==> src/rtl/board_ram_writer.sv <==
// Write-side controller for one 2-bit-per-tile board RAM: CLEAR board, PLACE ship, FIRE shot.
// Runs read-check-write sequences on a synchronous-read RAM port and tracks un-hit SHIP tiles.
module board_ram_writer #(
  parameter int unsigned GRID    = 10,
  parameter int unsigned MAX_LEN = 5
) (
  input  logic       clk,
  input  logic       rst,
  input  logic       cmd_valid,
  output logic       cmd_ready,
  input  logic [1:0] cmd_op,
  input  logic [3:0] cmd_x,
  input  logic [3:0] cmd_y,
  input  logic [2:0] cmd_len,
  input  logic       cmd_vert,
  output logic [9:0] ram_addr,
  output logic [1:0] ram_wdata,
  output logic       ram_we,
  input  logic [1:0] ram_rdata,
  output logic       done,
  output logic [2:0] result,
  output logic [6:0] ships_left
);

  localparam int unsigned CW  = 4;
  localparam int unsigned CW1 = CW + 1;
  localparam int unsigned LW  = 3;
  localparam int unsigned LW1 = LW + 1;
  localparam int unsigned SW  = 7;

  localparam logic [CW1-1:0] GRID_V    = CW1'(GRID);
  localparam logic [CW-1:0]  LAST      = CW'(GRID - 1);
  localparam logic [LW1-1:0] MAX_LEN_V = LW1'(MAX_LEN);

  localparam logic [1:0] OP_CLEAR = 2'b00;
  localparam logic [1:0] OP_PLACE = 2'b01;
  localparam logic [1:0] OP_FIRE  = 2'b10;

  localparam logic [1:0] T_EMPTY = 2'd0;
  localparam logic [1:0] T_MISS  = 2'd1;
  localparam logic [1:0] T_HIT   = 2'd2;
  localparam logic [1:0] T_SHIP  = 2'd3;

  localparam logic [2:0] R_OK     = 3'd0;
  localparam logic [2:0] R_MISS   = 3'd1;
  localparam logic [2:0] R_HIT    = 3'd2;
  localparam logic [2:0] R_REPEAT = 3'd3;
  localparam logic [2:0] R_REJECT = 3'd4;

  typedef enum logic [3:0] {
    IDLE, CLR, CHK_RD, CHK_EV, PLC_WR, F_RD, F_EV, F_WR, DONE
  } state_t;

  state_t        state;
  logic [CW-1:0] org_x, org_y, cur_x, cur_y;
  logic [LW-1:0] len, idx;
  logic          vert;
  logic [2:0]    fire_res;
  logic          fire_hit;

  logic [CW1-1:0] end_x_c, end_y_c;
  logic           coord_bad_c, place_bad_c, reject_c;
  logic [CW-1:0]  step_x_c, step_y_c, clr_x_c, clr_y_c;
  logic           last_tile_c, clr_last_c;

  function automatic logic [9:0] tile_addr(input logic [CW-1:0] x, input logic [CW-1:0] y);
    return {2'b00, x, y};
  endfunction

  // Legality of the command currently offered on the handshake
  always_comb begin
    end_x_c     = CW1'(cmd_x) + CW1'(cmd_len);
    end_y_c     = CW1'(cmd_y) + CW1'(cmd_len);
    coord_bad_c = (CW1'(cmd_x) >= GRID_V) || (CW1'(cmd_y) >= GRID_V);
    place_bad_c = (cmd_len == '0) || (LW1'(cmd_len) > MAX_LEN_V) ||
                  (cmd_vert ? (end_y_c > GRID_V) : (end_x_c > GRID_V));
    reject_c    = 1'b1;
    case (cmd_op)
      OP_CLEAR: reject_c = 1'b0;
      OP_PLACE: reject_c = coord_bad_c || place_bad_c;
      OP_FIRE:  reject_c = coord_bad_c;
      default:  reject_c = 1'b1;
    endcase
  end

  // Tile walkers: ship tiles along the extending axis, clear sweep y-inner
  always_comb begin
    step_x_c    = vert ? cur_x : cur_x + CW'(1);
    step_y_c    = vert ? cur_y + CW'(1) : cur_y;
    last_tile_c = (idx == len - LW'(1));
    clr_last_c  = (cur_x == LAST) && (cur_y == LAST);
    clr_x_c     = (cur_y == LAST) ? cur_x + CW'(1) : cur_x;
    clr_y_c     = (cur_y == LAST) ? '0 : cur_y + CW'(1);
  end

  always_ff @(posedge clk) begin
    if (rst) begin
      state      <= IDLE;
      cmd_ready  <= 1'b0;
      ram_addr   <= '0;
      ram_wdata  <= T_EMPTY;
      ram_we     <= 1'b0;
      done       <= 1'b0;
      result     <= R_OK;
      ships_left <= '0;
      org_x      <= '0;
      org_y      <= '0;
      cur_x      <= '0;
      cur_y      <= '0;
      len        <= '0;
      idx        <= '0;
      vert       <= 1'b0;
      fire_res   <= R_OK;
      fire_hit   <= 1'b0;
    end else begin
      done <= 1'b0;
      case (state)
        IDLE: begin
          cmd_ready <= 1'b1;
          if (cmd_valid && cmd_ready) begin
            cmd_ready <= 1'b0;
            org_x     <= cmd_x;
            org_y     <= cmd_y;
            cur_x     <= cmd_x;
            cur_y     <= cmd_y;
            len       <= cmd_len;
            vert      <= cmd_vert;
            idx       <= '0;
            if (reject_c) begin
              state  <= DONE;
              done   <= 1'b1;
              result <= R_REJECT;
            end else if (cmd_op == OP_CLEAR) begin
              state     <= CLR;
              cur_x     <= '0;
              cur_y     <= '0;
              ram_addr  <= '0;
              ram_wdata <= T_EMPTY;
              ram_we    <= 1'b1;
            end else if (cmd_op == OP_PLACE) begin
              state    <= CHK_RD;
              ram_addr <= tile_addr(cmd_x, cmd_y);
            end else begin
              state    <= F_RD;
              ram_addr <= tile_addr(cmd_x, cmd_y);
            end
          end
        end
        CLR: begin
          if (clr_last_c) begin
            state      <= DONE;
            ram_we     <= 1'b0;
            done       <= 1'b1;
            result     <= R_OK;
            ships_left <= '0;
          end else begin
            cur_x    <= clr_x_c;
            cur_y    <= clr_y_c;
            ram_addr <= tile_addr(clr_x_c, clr_y_c);
          end
        end
        CHK_RD: state <= CHK_EV;
        CHK_EV: begin
          if (ram_rdata != T_EMPTY) begin
            state  <= DONE;
            done   <= 1'b1;
            result <= R_REJECT;
          end else if (last_tile_c) begin
            // Footprint is free: rewind to the origin and start writing
            state     <= PLC_WR;
            cur_x     <= org_x;
            cur_y     <= org_y;
            idx       <= '0;
            ram_addr  <= tile_addr(org_x, org_y);
            ram_wdata <= T_SHIP;
            ram_we    <= 1'b1;
          end else begin
            state    <= CHK_RD;
            cur_x    <= step_x_c;
            cur_y    <= step_y_c;
            idx      <= idx + LW'(1);
            ram_addr <= tile_addr(step_x_c, step_y_c);
          end
        end
        PLC_WR: begin
          if (last_tile_c) begin
            state      <= DONE;
            ram_we     <= 1'b0;
            done       <= 1'b1;
            result     <= R_OK;
            ships_left <= ships_left + SW'(len);
          end else begin
            cur_x    <= step_x_c;
            cur_y    <= step_y_c;
            idx      <= idx + LW'(1);
            ram_addr <= tile_addr(step_x_c, step_y_c);
          end
        end
        F_RD: state <= F_EV;
        F_EV: begin
          state <= F_WR;
          case (ram_rdata)
            T_EMPTY: begin
              ram_we    <= 1'b1;
              ram_wdata <= T_MISS;
              fire_res  <= R_MISS;
              fire_hit  <= 1'b0;
            end
            T_SHIP: begin
              ram_we    <= 1'b1;
              ram_wdata <= T_HIT;
              fire_res  <= R_HIT;
              fire_hit  <= 1'b1;
            end
            default: begin
              ram_we   <= 1'b0;
              fire_res <= R_REPEAT;
              fire_hit <= 1'b0;
            end
          endcase
        end
        F_WR: begin
          state  <= DONE;
          ram_we <= 1'b0;
          done   <= 1'b1;
          result <= fire_res;
          // Saturate: stale SHIP tiles can outlive a reset that zeroed the count
          if (fire_hit && (ships_left != '0)) ships_left <= ships_left - SW'(1);
        end
        DONE: begin
          state     <= IDLE;
          cmd_ready <= 1'b1;
        end
        default: state <= IDLE;
      endcase
    end
  end

endmodule

==> config.mk <==
export PLATFORM = sky130hd
export DESIGN_NAME = board_ram_writer
export DESIGN_NICKNAME = d
export VERILOG_FILES = /design/src/rtl/board_ram_writer.sv
export SDC_FILE = /design/constraint.sdc
export NUM_CORES = 1
export LEC_CHECK = 0
export ABC_AREA = 1
export CORE_MARGIN = 3
export CORE_UTILIZATION = 45
export DETAILED_ROUTE_END_ITERATION = 10
export GPL_ROUTABILITY_DRIVEN = 0
export PLACE_DENSITY_LB_ADDON = 0.1
export RECOVER_POWER = 25
export SYNTH_ARGS = -nofsm -noshare
export SYNTH_HDL_FRONTEND = slang
export SYNTH_SLANG_ARGS = --single-unit
export TNS_END_PERCENT = 20
==> constraint.sdc <==
create_clock -name clk -period 4.15 [get_ports clk]
set_input_delay 1.0375 -clock clk [delete_from_list [all_inputs] [get_ports clk]]
set_output_delay 1.0375 -clock clk [all_outputs]
set_load 0.02 [all_outputs]
==> PnR_summary.wiki, run 1 <==
{| class="wikitable"
! Metric !! Value
|-
| Insertion delay of the later-clocked pin in the worst-skew pair || 320 ps
|-
| Cell count after placement || 647
|-
| Ports placed on the boundary || 44
|-
| Number of distinct library cell variants in the gate-level netlist after synthesis || 40
|-
| Share of the synthesized area in the top cell type || 30.3%
|-
| Number of nets with antenna violations after routing || 0
|-
| Mean instance size in the synthesized netlist || 6.77 um2
|-
| Post-synthesis to final-layout area growth || 16.8%
|-
| Worst endpoint required time || 4410 ps
|-
| Share of synthesized area spent on multiplexers || 0.286%
|-
| Dominant combinational cell family by area after synthesis || simple AND/OR/NAND/NOR gates
|-
| Die area || 8870 um2
|-
| Status || finished clean
|-
| Final worst-path cycle share || 79.4%
|-
| Layout Cells excl Fill || 655
|-
| Synth Area in Compound Gates || 17.4%
|-
| Number of antenna violations at the first check in global routing || 0
|-
| Clock input transition at the sequential cells of the worst setup and hold paths || 100 ps
|-
| Sum of net half-perimeters after detailed placement || 6570 um
|-
| Standard cell core area || 7410 um2
|-
| Number of instances on the worst hold path || 2
|-
| Worst r2r path cells || 13
|-
| Post-synthesis async set-or-reset flop share || 0%
|-
| Commonest cells in the synthesized netlist || nand2_1 (110), inv_1 (63), dfxtp_1 (53)
|-
| Vias per cell || 5.10
|-
| Top flip-flop cell by instance count after synthesis || dfxtp_1
|-
| Total DRC errors in the routed layout || 0
|-
| Number of optimization iterations in the first detailed-route pass || 4
|-
| Worst Path Max Fanout || 13
|-
| Number of standard cells after synthesis || 517
|-
| RSZ-0062 raised after global routing || no
|-
| Starting Density || 47.2%
|-
| Total clock buffers created by CTS || 5
|-
| Upper clock frequency limit || 303 MHz
|-
| Aggregate routed wire length || 8420 um
|-
| Maximum number of pins on one net before global-route repair || 29
|-
| Total power || 2.54 mW
|-
| Count of hold-fix buffers inserted at cts || 0
|-
| Global-route wire length before repair || 14300 um
|-
| Average wire length per cell after detail routing || 12.8 um
|-
| Number of nets in the layout || 600
|-
| Number of endpoints with negative hold slack in the final report || 0
|-
| Kind of path behind the tightest hold check || reg -> reg
|-
| Worst slack after detailed placement || 566 ps
|-
| Post-synth top area cell || dfxtp_1
|-
| Worst setup path category || in -> reg
|-
| Power density over cell area || 623 nW/um2
|-
| Startpoint type of the worst setup path || input pin
|-
| Die extent in x || 94.2 um
|-
| Final Hold Slack || 454 ps
|-
| Number of input and output port buffers inserted || 41
|-
| Post-CTS setup buffer count || 0
|-
| Slew HR || 38.2%
|-
| Tot GR Track Use || 20.1%
|-
| Sequential area share after synthesis || 30.3%
|-
| Cell types occupying the most area after synthesis || dfxtp_1 (30%), nand2_1 (12%), ha_1 (8.2%)
|-
| Syn. warnings || 0
|-
| Post-synth EDFFs || 0
|-
| Layout cell share with drive strength beyond 1 || 6.29%
|-
| Area share of xor/xnor cells in the synthesized design || 3.25%
|-
| Total Negative Setup Slacks || 0 ps
|-
| Clock Tree Root || clkbuf_8
|-
| Total number of placement rows || 31
|-
| Reported leakage power || 1.85 nW
|-
| Number of max-capacitance violations reported || 0
|-
| Clock tree from TritonCTS || yes
|-
| Worst setup slack after layout || 854 ps
|-
| Yosys reg bits || 53
|-
| Post-Synth Adder-Cell Area || 9.94%
|-
| Cell area after technology mapping || 3500 um2
|-
| Worst Skew || 12.8 ps
|-
| Cell with the most instances after synthesis || nand2_1
|-
| Overall die height || 94.2 um
|-
| Count of endpoints failing setup in the final report || 0
|-
| Vias in the first global route || 3130
|-
| Final Max Tran Viols || 0
|-
| Worst-case vdd ir drop || 0.288 mV
|-
| CTS Sinks || 53
|-
| CP endpoint kind || flop
|-
| N_diodes || 0
|-
| Via count || 3343
|-
| First DRT Iteration DRCs || 148
|-
| H-tree levels || 2
|-
| Global route total overflow || 0
|-
| Post-CTS resize count || 0
|-
| Worst slew pin tran || 927 ps
|-
| Final critical-path required period || 3300 ps
|-
| Basic-gate share of the synthesized area counting and, or, nand and nor cells || 29.1%
|-
| Bufs on Longest Clock Path || 2
|-
| Critical path arrival || 3550 ps
|}
==> cells in the final DEF (no fill, tap or decap), types with 3 or more instances in the layout <==
cell               n
clkdlybuf4s50_1   23
clkbuf_8           5
o211ai_1           3
a31oi_1            4
nand2_1          110
fa_1               3
nor2_4             5
nand3_1           34
a21oi_1           51
ha_1              23
nor3_1             7
inv_2              6
dfxtp_1           53
nand2_2            3
dlygate4sd3_1     18
inv_1             63
nor2_2             5
o21ai_0           45
xor2_1            12
nand4_1            6
nor2_1            51
==> worst max-delay path, cell delays in order <==
cell and delay, ps:
clkdlybuf4s50_1 470, ha_1 260, fa_1 400, nand2_1 90
nand2_1 50, a21boi_0 170, nand2_1 80, nand2_1 60
nand2_1 70, nand2_1 110, nand2_1 60, nand2_1 290
nand2_1 170, nand2_1 90, nand2_1 50, nor2_1 100
==> final timing paths <==
kind,start,slack (ps),endpoint
max,cmd_len[0],850,ram_addr[2]
min,org_x[3],450,org_x[3]
max reg2reg,len[0],1690,ram_addr[0]
min reg2reg,org_x[3],450,org_x[3]
==> power breakdown <==
| part | internal (mW) | switching (mW) | leakage, nW |
|---|---|---|---|
| registers | 0.658 | 0.111 | 0.433 |
| logic | 0.521 | 0.893 | 1.36 |
| clock network | 0.181 | 0.180 | 0.0554 |
| total | 1.36 | 1.18 | 1.85 |
==> kinds of logic after synthesis <==
| group | Yosys count |
|---|---|
| other | 1 |
| AOI/OAI and AO/OA | 112 |
| DFF | 53 |
| buffers and inverters | 82 |
| muxes | 1 |
| and+or+nand+nor | 229 |
| adders and majority gates | 26 |
| xor gates and xnor gates | 13 |
==> registers in the layout, summed over array words and instances, names as in the netlist, 4 cells and up <==
| register | count |
|---|---|
| org_y | 4 |
| cur_x | 4 |
| org_x | 4 |
| ram_addr | 8 |
| ships_left | 7 |
| cur_y | 4 |
| state | 4 |
==> per-stage QoR <==
stage | util [%] | instance area [um2]
floorplan | - | 3500
global placement | 53.7 | 3980
detailed placement | 53.7 | 3980
CTS | 55.2 | 4090
global route | 55.2 | 4090
finish | 55.2 | 4090
==> routing by layer <==
metal	GRT usage, %	share of wire (%)	wire [um]	vias up
li1	-	-	-	1761
met1	24.7	45	3770	1517
met2	36.5	51	4270	57
met3	2.64	3.4	283	8
met4	5.05	1.2	98	0
met5	0	0	0	-
==> layout make-up <==
class                           instances  area (um2)
Fill cell                             761        3320
Timing Repair Buffer                   43         422
Clock inverter                          2        38.8
Tap cell                               99         124
Multi-Input combinational cell        383        2110
Inverter                               69         259
Sequential cell                        53        1060
Clock buffer                            6        72.6
Note: power is estimated with default switching activity, not from simulation.
==> inputs of run 2 (changes only) <==
==> constraint.sdc (replaced) <==
create_clock -name clk -period 2.8 [get_ports clk]
set_input_delay 0.7 -clock clk [delete_from_list [all_inputs] [get_ports clk]]
set_output_delay 0.7 -clock clk [all_outputs]
set_load 0.02 [all_outputs]
==> run 2 against run 1 <==
Net effect:
- first-iteration DRC count shrank 31%
- largest power group unchanged
- clock skew shrank 6.9 ps
- register-to-register slack worse by 1300 ps
- non-clock buffer count grew 19
- clock power increased by 27%
- hold slack gained 3.8 ps
- worst setup slack got worse by 680 ps
- sequential power up 48%
- routed wire length up 2.6%
- die area is the same
==> PnR_summary.wiki, run 2 (synthesized netlist as in run 1, its figures left out) <==
{| class="wikitable"
! Metric !! Value
|-
| Kind of path behind the tightest hold check || reg -> reg
|-
| Final Hold Slack || 458 ps (+3.81 ps)
|-
| Final core occ || 57.4% (+2.2 points)
|-
| CTS Sinks || 53 (unchanged)
|-
| Count of endpoints failing setup in the final report || 0 (unchanged)
|-
| Number of antenna violations at the first check in global routing || 0 (unchanged)
|-
| Number of optimization iterations in the first detailed-route pass || 4 (unchanged)
|-
| Number of instances on the worst hold path || 2 (unchanged)
|-
| Post-CTS setup buffer count || 0 (unchanged)
|-
| N_diodes || 0 (unchanged)
|-
| Bufs on Longest Clock Path || 2 (unchanged)
|-
| H-tree levels || 2 (unchanged)
|-
| Power density over cell area || 912 nW/um2 (+47%)
|-
| Total Negative Setup Slacks || 0 ps (unchanged)
|-
| Worst reg2reg setup slack || 340 ps (-1350 ps)
|-
| Number of input and output port buffers inserted || 41 (unchanged)
|-
| Startpoint type of the worst setup path || input pin
|-
| Overall die height || 94.2 um (unchanged)
|-
| Final Instance Area || 4250 um2 (+4.0%)
|-
| CP endpoint kind || flop
|-
| Count of hold-fix buffers inserted at cts || 0 (unchanged)
|-
| Final worst-path cycle share || 93.6%
|-
| Standard cell core area || 7410 um2 (unchanged)
|-
| Clock input transition at the sequential cells of the worst setup and hold paths || 100 ps (about the same)
|-
| Ports placed on the boundary || 44 (unchanged)
|-
| Worst-case vdd ir drop || 0.446 mV (+55%)
|-
| Reported leakage power || 1.94 nW (+5.2%)
|-
| Global route hottest layer || met2
|-
| Final Max Tran Viols || 0 (unchanged)
|-
| End point of the worst hold path || org_y[2]
|-
| Slew HR || 52.6% (+14 points)
|-
| Worst r2r path cells || 16 (+3)
|-
| Worst setup path category || in -> reg
|-
| Total number of placement rows || 31 (unchanged)
|-
| Met3 track utilization from global routing || 3.13% (+0.48 points)
|-
| Layout cell share with drive strength beyond 1 || 11.0% (+4.7 points)
|-
| Launching point of the worst reg2reg path || state[2]
|-
| Die area || 8870 um2 (unchanged)
|-
| Clock tree from TritonCTS || yes
|-
| Post-place instance area || 4130 um2 (+3.9%)
|-
| Total clock buffers created by CTS || 5 (unchanged)
|-
| Largest regs || ram_addr: 8 flops, ships_left: 7 flops
|-
| Status || finished clean
|-
| Total DRC errors in the routed layout || 0 (unchanged)
|-
| Largest reg by FF count || ram_addr
|-
| Highest-count cells in the layout ignoring fill and taps || nand2_1 (106), inv_1 (63), dfxtp_1 (53), nor2_1 (51), a21oi_1 (50)
|-
| Worst Path Max Fanout || 5 (-8)
|-
| Worst slew pin tran || 710 ps (-217 ps)
|-
| Met2 usage in global routing || 36.6% (+0.059 points)
|-
| GR met1 Demand/Resource || 24.8% (+0.049 points)
|-
| Maximum number of pins on one net before global-route repair || 36 (+24%)
|-
| Number of endpoints with negative hold slack in the final report || 0 (unchanged)
|-
| Tot GR Track Use || 20.3% (+0.22 points)
|-
| Number of nets in the layout || 619 (+3.2%)
|-
| RR Endpoint || ships_left[6]
|-
| Number of max-capacitance violations reported || 0 (unchanged)
|-
| Critical path arrival || 2830 ps (-720 ps)
|-
| First DRT Iteration DRCs || 102 (-31%)
|-
| Number of nets with antenna violations after routing || 0 (unchanged)
|-
| Worst Skew || 5.92 ps (-6.89 ps)
|-
| Die extent in x || 94.2 um (unchanged)
|-
| Total power || 3.88 mW (+52%)
|-
| Sum of net half-perimeters after detailed placement || 6730 um (+2.4%)
|-
| Clock Tree Root || clkbuf_8
|-
| Aggregate routed wire length || 8630 um (+2.6%)
|-
| Number of flip-flops in the largest register || 8 (unchanged)
|-
| Via count || 3425 (+2.5%)
|-
| Average wire length per cell after detail routing || 12.8 um (-0.32%)
|-
| Starting Density || 47.2% (unchanged)
|-
| Final critical-path required period || 2620 ps
|-
| Leading cell type in the layout, fill and taps excluded || nand2_1
|-
| Upper clock frequency limit || 381 MHz
|-
| Vias per cell || 5.08 (-0.44%)
|-
| Worst endpoint required time || 3010 ps (-1400 ps)
|-
| Post-synthesis to final-layout area growth || 21.5%
|-
| Global-route wire length before repair || 14600 um (+2.2%)
|-
| Insertion delay of the later-clocked pin in the worst-skew pair || 310 ps (about the same)
|-
| Vias in the first global route || 3306 (+5.6%)
|-
| Start point of the worst min-delay path || org_y[2]
|-
| Global route total overflow || 0 (unchanged)
|}
-- run 2: how the worst max path moves through the flow --
stage / slack (ps) / cells past startpoint / from / end
after floorplan: 410 / 15 / cmd_y[0] / ram_addr[3]
after global placement: -210 / 16 / cmd_len[0] / ram_addr[3]
after detailed placement: -290 / 16 / cmd_len[0] / ram_addr[5]
after CTS: 50 / 16 / cmd_len[0] / ram_addr[5]
after global routing: -9 / 18 / cmd_len[1] / ram_addr[5]
final: 180 / 16 / cmd_y[0] / ram_addr[5]
-- run 2: cell type report --
class / instances / area (um2)
sequential: 53 / 1060
clock inverter: 2 / 13.8
inverter: 69 / 259
multi-input combinational: 383 / 2130
fill: 743 / 3160
timing repair buffer: 62 / 583
clock buffer: 6 / 82.6
tap: 99 / 124
-- run 2: metal layers --
layer	part of all wire [%]	up-vias	routed length (um)
met4	2.1	0	178
li1	-	1794	-
met5	0	-	0
met3	2.8	15	239
met1	46	1563	3960
met2	49	53	4260
-- run 2: power breakdown --
part	internal [mW]	switching [mW]	leakage [nW]
combinational	0.898	1.38	1.46
clock	0.201	0.257	0.0512
sequential	0.975	0.166	0.433
total	2.07	1.80	1.94
-- run 2: critical path, stage by stage --
cell and delay (ps):
clkdlybuf4s50_1 430, ha_2 220, fa_1 390, nand2_1 90, nand2_1 50, a21boi_0 140
nand2_1 70, nand2_1 70, nand2_1 60, nand2_2 90, nand2_1 70, nand2_2 110
buf_4 140, nand3_1 70, nand2_1 80, nor2_1 40
-- run 2: repair_timing --
item | CTS | global route
resized for setup | 0 | 9
endpoints found under the hold margin | 0 | 0
endpoints found under the setup margin | 0 | 11
-- run 2: metrics by stage --
step | setup slack [ps] | instances
finish | 178 | 674
global route | -9.15 | 674
CTS | 50.7 | 674
detailed placement | -286 | 666
global placement | -214 | 666
floorplan | 410 | 518
==> inputs of run 3 (changes only) <==
--- a/config.mk
+++ b/config.mk
@@ -5,7 +5,6 @@
 export SDC_FILE = /design/constraint.sdc
 export NUM_CORES = 1
 export LEC_CHECK = 0
-export ABC_AREA = 1
 export CORE_MARGIN = 3
 export CORE_UTILIZATION = 45
 export DETAILED_ROUTE_END_ITERATION = 10
==> run 3 against run 2 <==
Net effect:
- the flow now finishes with violations (setup timing)
- via count fell by 2.9%
- register-to-register slack got worse by 190 ps
- die area fell by 2.1%
- critical path depth fell by 5
- sequential share of layout area fell by 1.5 points
- clock power rose by 21%
- routed wire length rose by 7.0%
- critical path type unchanged
- largest cell class unchanged
- largest power group unchanged
==> PnR_summary.wiki, run 3 <==
{| class="wikitable"
! Metric !! Value
|-
| Worst r2r path cells || 9 (-7)
|-
| Number of endpoints with negative hold slack in the final report || 0 (unchanged)
|-
| Highest-count cells in the layout ignoring fill and taps || dfxtp_1 (53), nand2_1 (46), buf_4 (43), nor2_1 (42), a21oi_1 (37)
|-
| Post-synth EDFFs || 0 (unchanged)
|-
| Number of nets in the layout || 541 (-13%)
|-
| Final critical-path required period || 2800 ps (+183 ps)
|-
| Post-place instance area || 4200 um2 (+1.5%)
|-
| Cell with the most instances after synthesis || dfxtp_1
|-
| Status || finished with violations
|-
| Aggregate routed wire length || 9230 um (+7.0%)
|-
| Standard cell core area || 7330 um2 (-1.0%)
|-
| Number of distinct library cell variants in the gate-level netlist after synthesis || 67 (+68%)
|-
| Yosys reg bits || 53 (unchanged)
|-
| Worst setup path category || in -> reg
|-
| Delay contributed by the slowest stage of the critical path || 510 ps (+80 ps)
|-
| Synth Area in Compound Gates || 25.6% (+8.1 points)
|-
| Basic-gate share of the synthesized area counting and, or, nand and nor cells || 24.6% (-4.6 points)
|-
| Largest reg by FF count || ram_addr
|-
| Number of instances on the worst hold path || 2 (unchanged)
|-
| Number of nets with antenna violations after routing || 0 (unchanged)
|-
| Worst-case vdd ir drop || 0.534 mV (+20%)
|-
| Critical path's slowest cell || fa_2
|-
| Count of hold-fix buffers inserted at cts || 0 (unchanged)
|-
| Number of flip-flops in the largest register || 8 (unchanged)
|-
| Overall die height || 93.2 um (-1.1%)
|-
| Insertion delay of the later-clocked pin in the worst-skew pair || 310 ps (about the same)
|-
| Starting Density || 46.6% (-0.59 points)
|-
| Reported leakage power || 1.84 nW (-5.2%)
|-
| Syn. warnings || 0 (unchanged)
|-
| Tot GR Track Use || 21.5% (+1.2 points)
|-
| Number of input and output port buffers inserted || 41 (unchanged)
|-
| Vias in the first global route || 3088 (-6.6%)
|-
| Most used cell along the critical path || buf_4
|-
| CTS Sinks || 53 (unchanged)
|-
| Global-route wire length before repair || 15000 um (+2.5%)
|-
| Via count || 3325 (-2.9%)
|-
| Top flip-flop cell by instance count after synthesis || dfxtp_1
|-
| Maximum number of pins on one net before global-route repair || 28 (-22%)
|-
| Die area || 8680 um2 (-2.1%)
|-
| Bufs on Longest Clock Path || 2 (unchanged)
|-
| Post-synth top area cell || dfxtp_1
|-
| Worst Skew || 9.56 ps (+3.64 ps)
|-
| Upper clock frequency limit || 357 MHz (-6.5%)
|-
| Clock Tree Root || clkbuf_8
|-
| Number of max-capacitance violations reported || 0 (unchanged)
|-
| Ports placed on the boundary || 44 (unchanged)
|-
| Clock tree from TritonCTS || yes
|-
| Critical path arrival || 3020 ps (+190 ps)
|-
| Worst endpoint required time || 3020 ps (about the same)
|-
| Number of optimization iterations in the first detailed-route pass || 5 (+1)
|-
| Dominant combinational cell family by area after synthesis || compound AO/OA/AOI/OAI gates
|-
| Total DRC errors in the routed layout || 0 (unchanged)
|-
| Kind of path behind the tightest hold check || reg -> reg
|-
| Average wire length per cell after detail routing || 15.5 um (+21%)
|-
| Sum of net half-perimeters after detailed placement || 6990 um (+3.9%)
|-
| Global route total overflow || 0 (unchanged)
|-
| Final worst-path cycle share || 100% (+6.5 points)
|-
| Total clock buffers created by CTS || 5 (unchanged)
|-
| Share of synthesized area spent on multiplexers || 1.46% (+1.2 points)
|-
| Final Instance Area || 4530 um2 (+6.6%)
|-
| Post-synthesis async set-or-reset flop share || 0% (unchanged)
|-
| Cell types occupying the most area after synthesis || dfxtp_1 (31%), ha_1 (8.4%), a21oi_1 (6.3%)
|-
| Final Max Tran Viols || 0 (unchanged)
|-
| RSZ-0062 raised after global routing || yes
|-
| Sequential area share after synthesis || 31.0% (+0.71 points)
|-
| N_diodes || 0 (unchanged)
|-
| Share of the synthesized area in the top cell type || 31.0% (+0.71 points)
|-
| Number of antenna violations at the first check in global routing || 0 (unchanged)
|-
| Violated checks || setup timing
|-
| CP endpoint kind || flop
|-
| Clock input transition at the sequential cells of the worst setup and hold paths || 100 ps (about the same)
|-
| Leading cell type in the layout, fill and taps excluded || dfxtp_1
|-
| Area share of xor/xnor cells in the synthesized design || 2.82% (-0.44 points)
|-
| Cell area after technology mapping || 3420 um2 (-2.3%)
|-
| Layout cell share with drive strength beyond 1 || 20.7% (+9.8 points)
|-
| Total power || 3.16 mW (-18%)
|-
| First DRT Iteration DRCs || 167 (+64%)
|-
| Die extent in x || 93.2 um (-1.1%)
|-
| Worst Path Max Fanout || 3 (-2)
|-
| Commonest cells in the synthesized netlist || dfxtp_1 (53), nand2_1 (47), nor2_1 (44)
|-
| Worst slew pin tran || 673 ps (-36.4 ps)
|-
| Largest regs || ram_addr: 8 flops, ships_left: 7 flops
|-
| Post-Synth Adder-Cell Area || 10.2% (+0.23 points)
|-
| Startpoint type of the worst setup path || input pin
|-
| Power density over cell area || 698 nW/um2 (-23%)
|-
| Worst setup slack after layout || -4.81 ps (-183 ps)
|-
| H-tree levels || 2 (unchanged)
|-
| Vias per cell || 5.58 (+9.8%)
|-
| Slew HR || 55.1% (+2.6 points)
|-
| Post-synthesis to final-layout area growth || 32.5%
|-
| Crit-path cells || dlygate4sd2_1 -> ha_2 -> fa_2 -> and2_4 -> nor2_2 -> nor4b_2 -> buf_4 -> o31a_1 -> o21ai_2 -> buf_4 -> a31o_1
|-
| Number of standard cells after synthesis || 419 (-19%)
|-
| Count of endpoints failing setup in the final report || 1 (+1)
|-
| Total number of placement rows || 31 (unchanged)
|-
| Mean instance size in the synthesized netlist || 8.16 um2 (+21%)
|}
## run 3: cell count changes in the layout (fill, tap and decap cells not counted), moves of 7 or more
cell,delta
nand2_1,-60
inv_1,-48
o21ai_0,-33
nand3_1,-30
buf_4,+23
a21oi_1,-13
a21o_1,+10
nor2_1,-9
a22oi_1,+7
xor2_1,-7
## run 3: worst paths after layout
kind	endpoint	slack (ps)	startpoint
hold / removal	org_x[0]	460	org_x[0]
setup reg to reg	cur_x[1]	150	len[1]
hold reg to reg	org_x[0]	460	org_x[0]
setup / recovery	result[2]	-5	cmd_y[0]
## run 3: what timing repair did
action,in CTS,in global routing
endpoints found under the setup margin,15,26
buffers inserted,1,2
gates resized for setup,13,46
pin swaps,2,12
## run 3: power by group
group / switching [mW] / total, mW / internal [mW]
combinational: 0.886 / 1.61 / 0.722
sequential: 0.112 / 1.00 / 0.889
clock: 0.261 / 0.553 / 0.292
total: 1.26 / 3.16 / 1.90
## run 3: per-stage QoR
step / hold slack, ps / worst slack [ps] / utilization, % / std cells / setup TNS (ps)
floorplan: 436 / -117 / - / 420 / -119
global placement: 443 / -602 / 57.2 / 585 / -8300
detailed placement: 449 / -657 / 57.2 / 585 / -9000
CTS: 462 / 29.9 / 59.3 / 594 / 0
global route: 479 / -55.3 / 61.8 / 596 / -269
finish: 462 / -4.81 / 61.8 / 596 / -4.81
## run 3: cell families after synthesis
logic type / after synthesis
AOI/OAI and AO/OA: 131
xor gates and xnor gates: 11
buffers and inverters: 34
adders and majority gates: 26
muxes: 5
DFF: 53
and+or+nand+nor: 158
other: 1
## run 3: routing by layer
| metal | wire length, um | global-route usage, % | part of all wire (%) | vias to the layer above |
|---|---|---|---|---|
| li1 | - | - | - | 1678 |
| met1 | 4510 | 30.5 | 49 | 1567 |
| met2 | 4250 | 34.8 | 46 | 74 |
| met3 | 392 | 2.90 | 4.2 | 6 |
| met4 | 80 | 4.40 | 0.87 | 0 |
| met5 | 0 | 0 | 0 | - |
## run 3: area by class of cell
class	instances	area [um2]
inverter	16	60.1
clock buffer	7	86.3
multi-input combinational	333	2440
clock inverter	1	30.0
fill	645	2800
sequential	53	1060
timing repair buffer	87	733
tap	99	124
## run 3: worst max-delay path, delay by kind of cell
kind                     cells  cell delay (ps)
AO/OA/AOI/OAI                3              530
buffers and inverters        3              610
AND/OR/NAND/NOR              3              460
adder cells (fa/ha/maj)      2              710
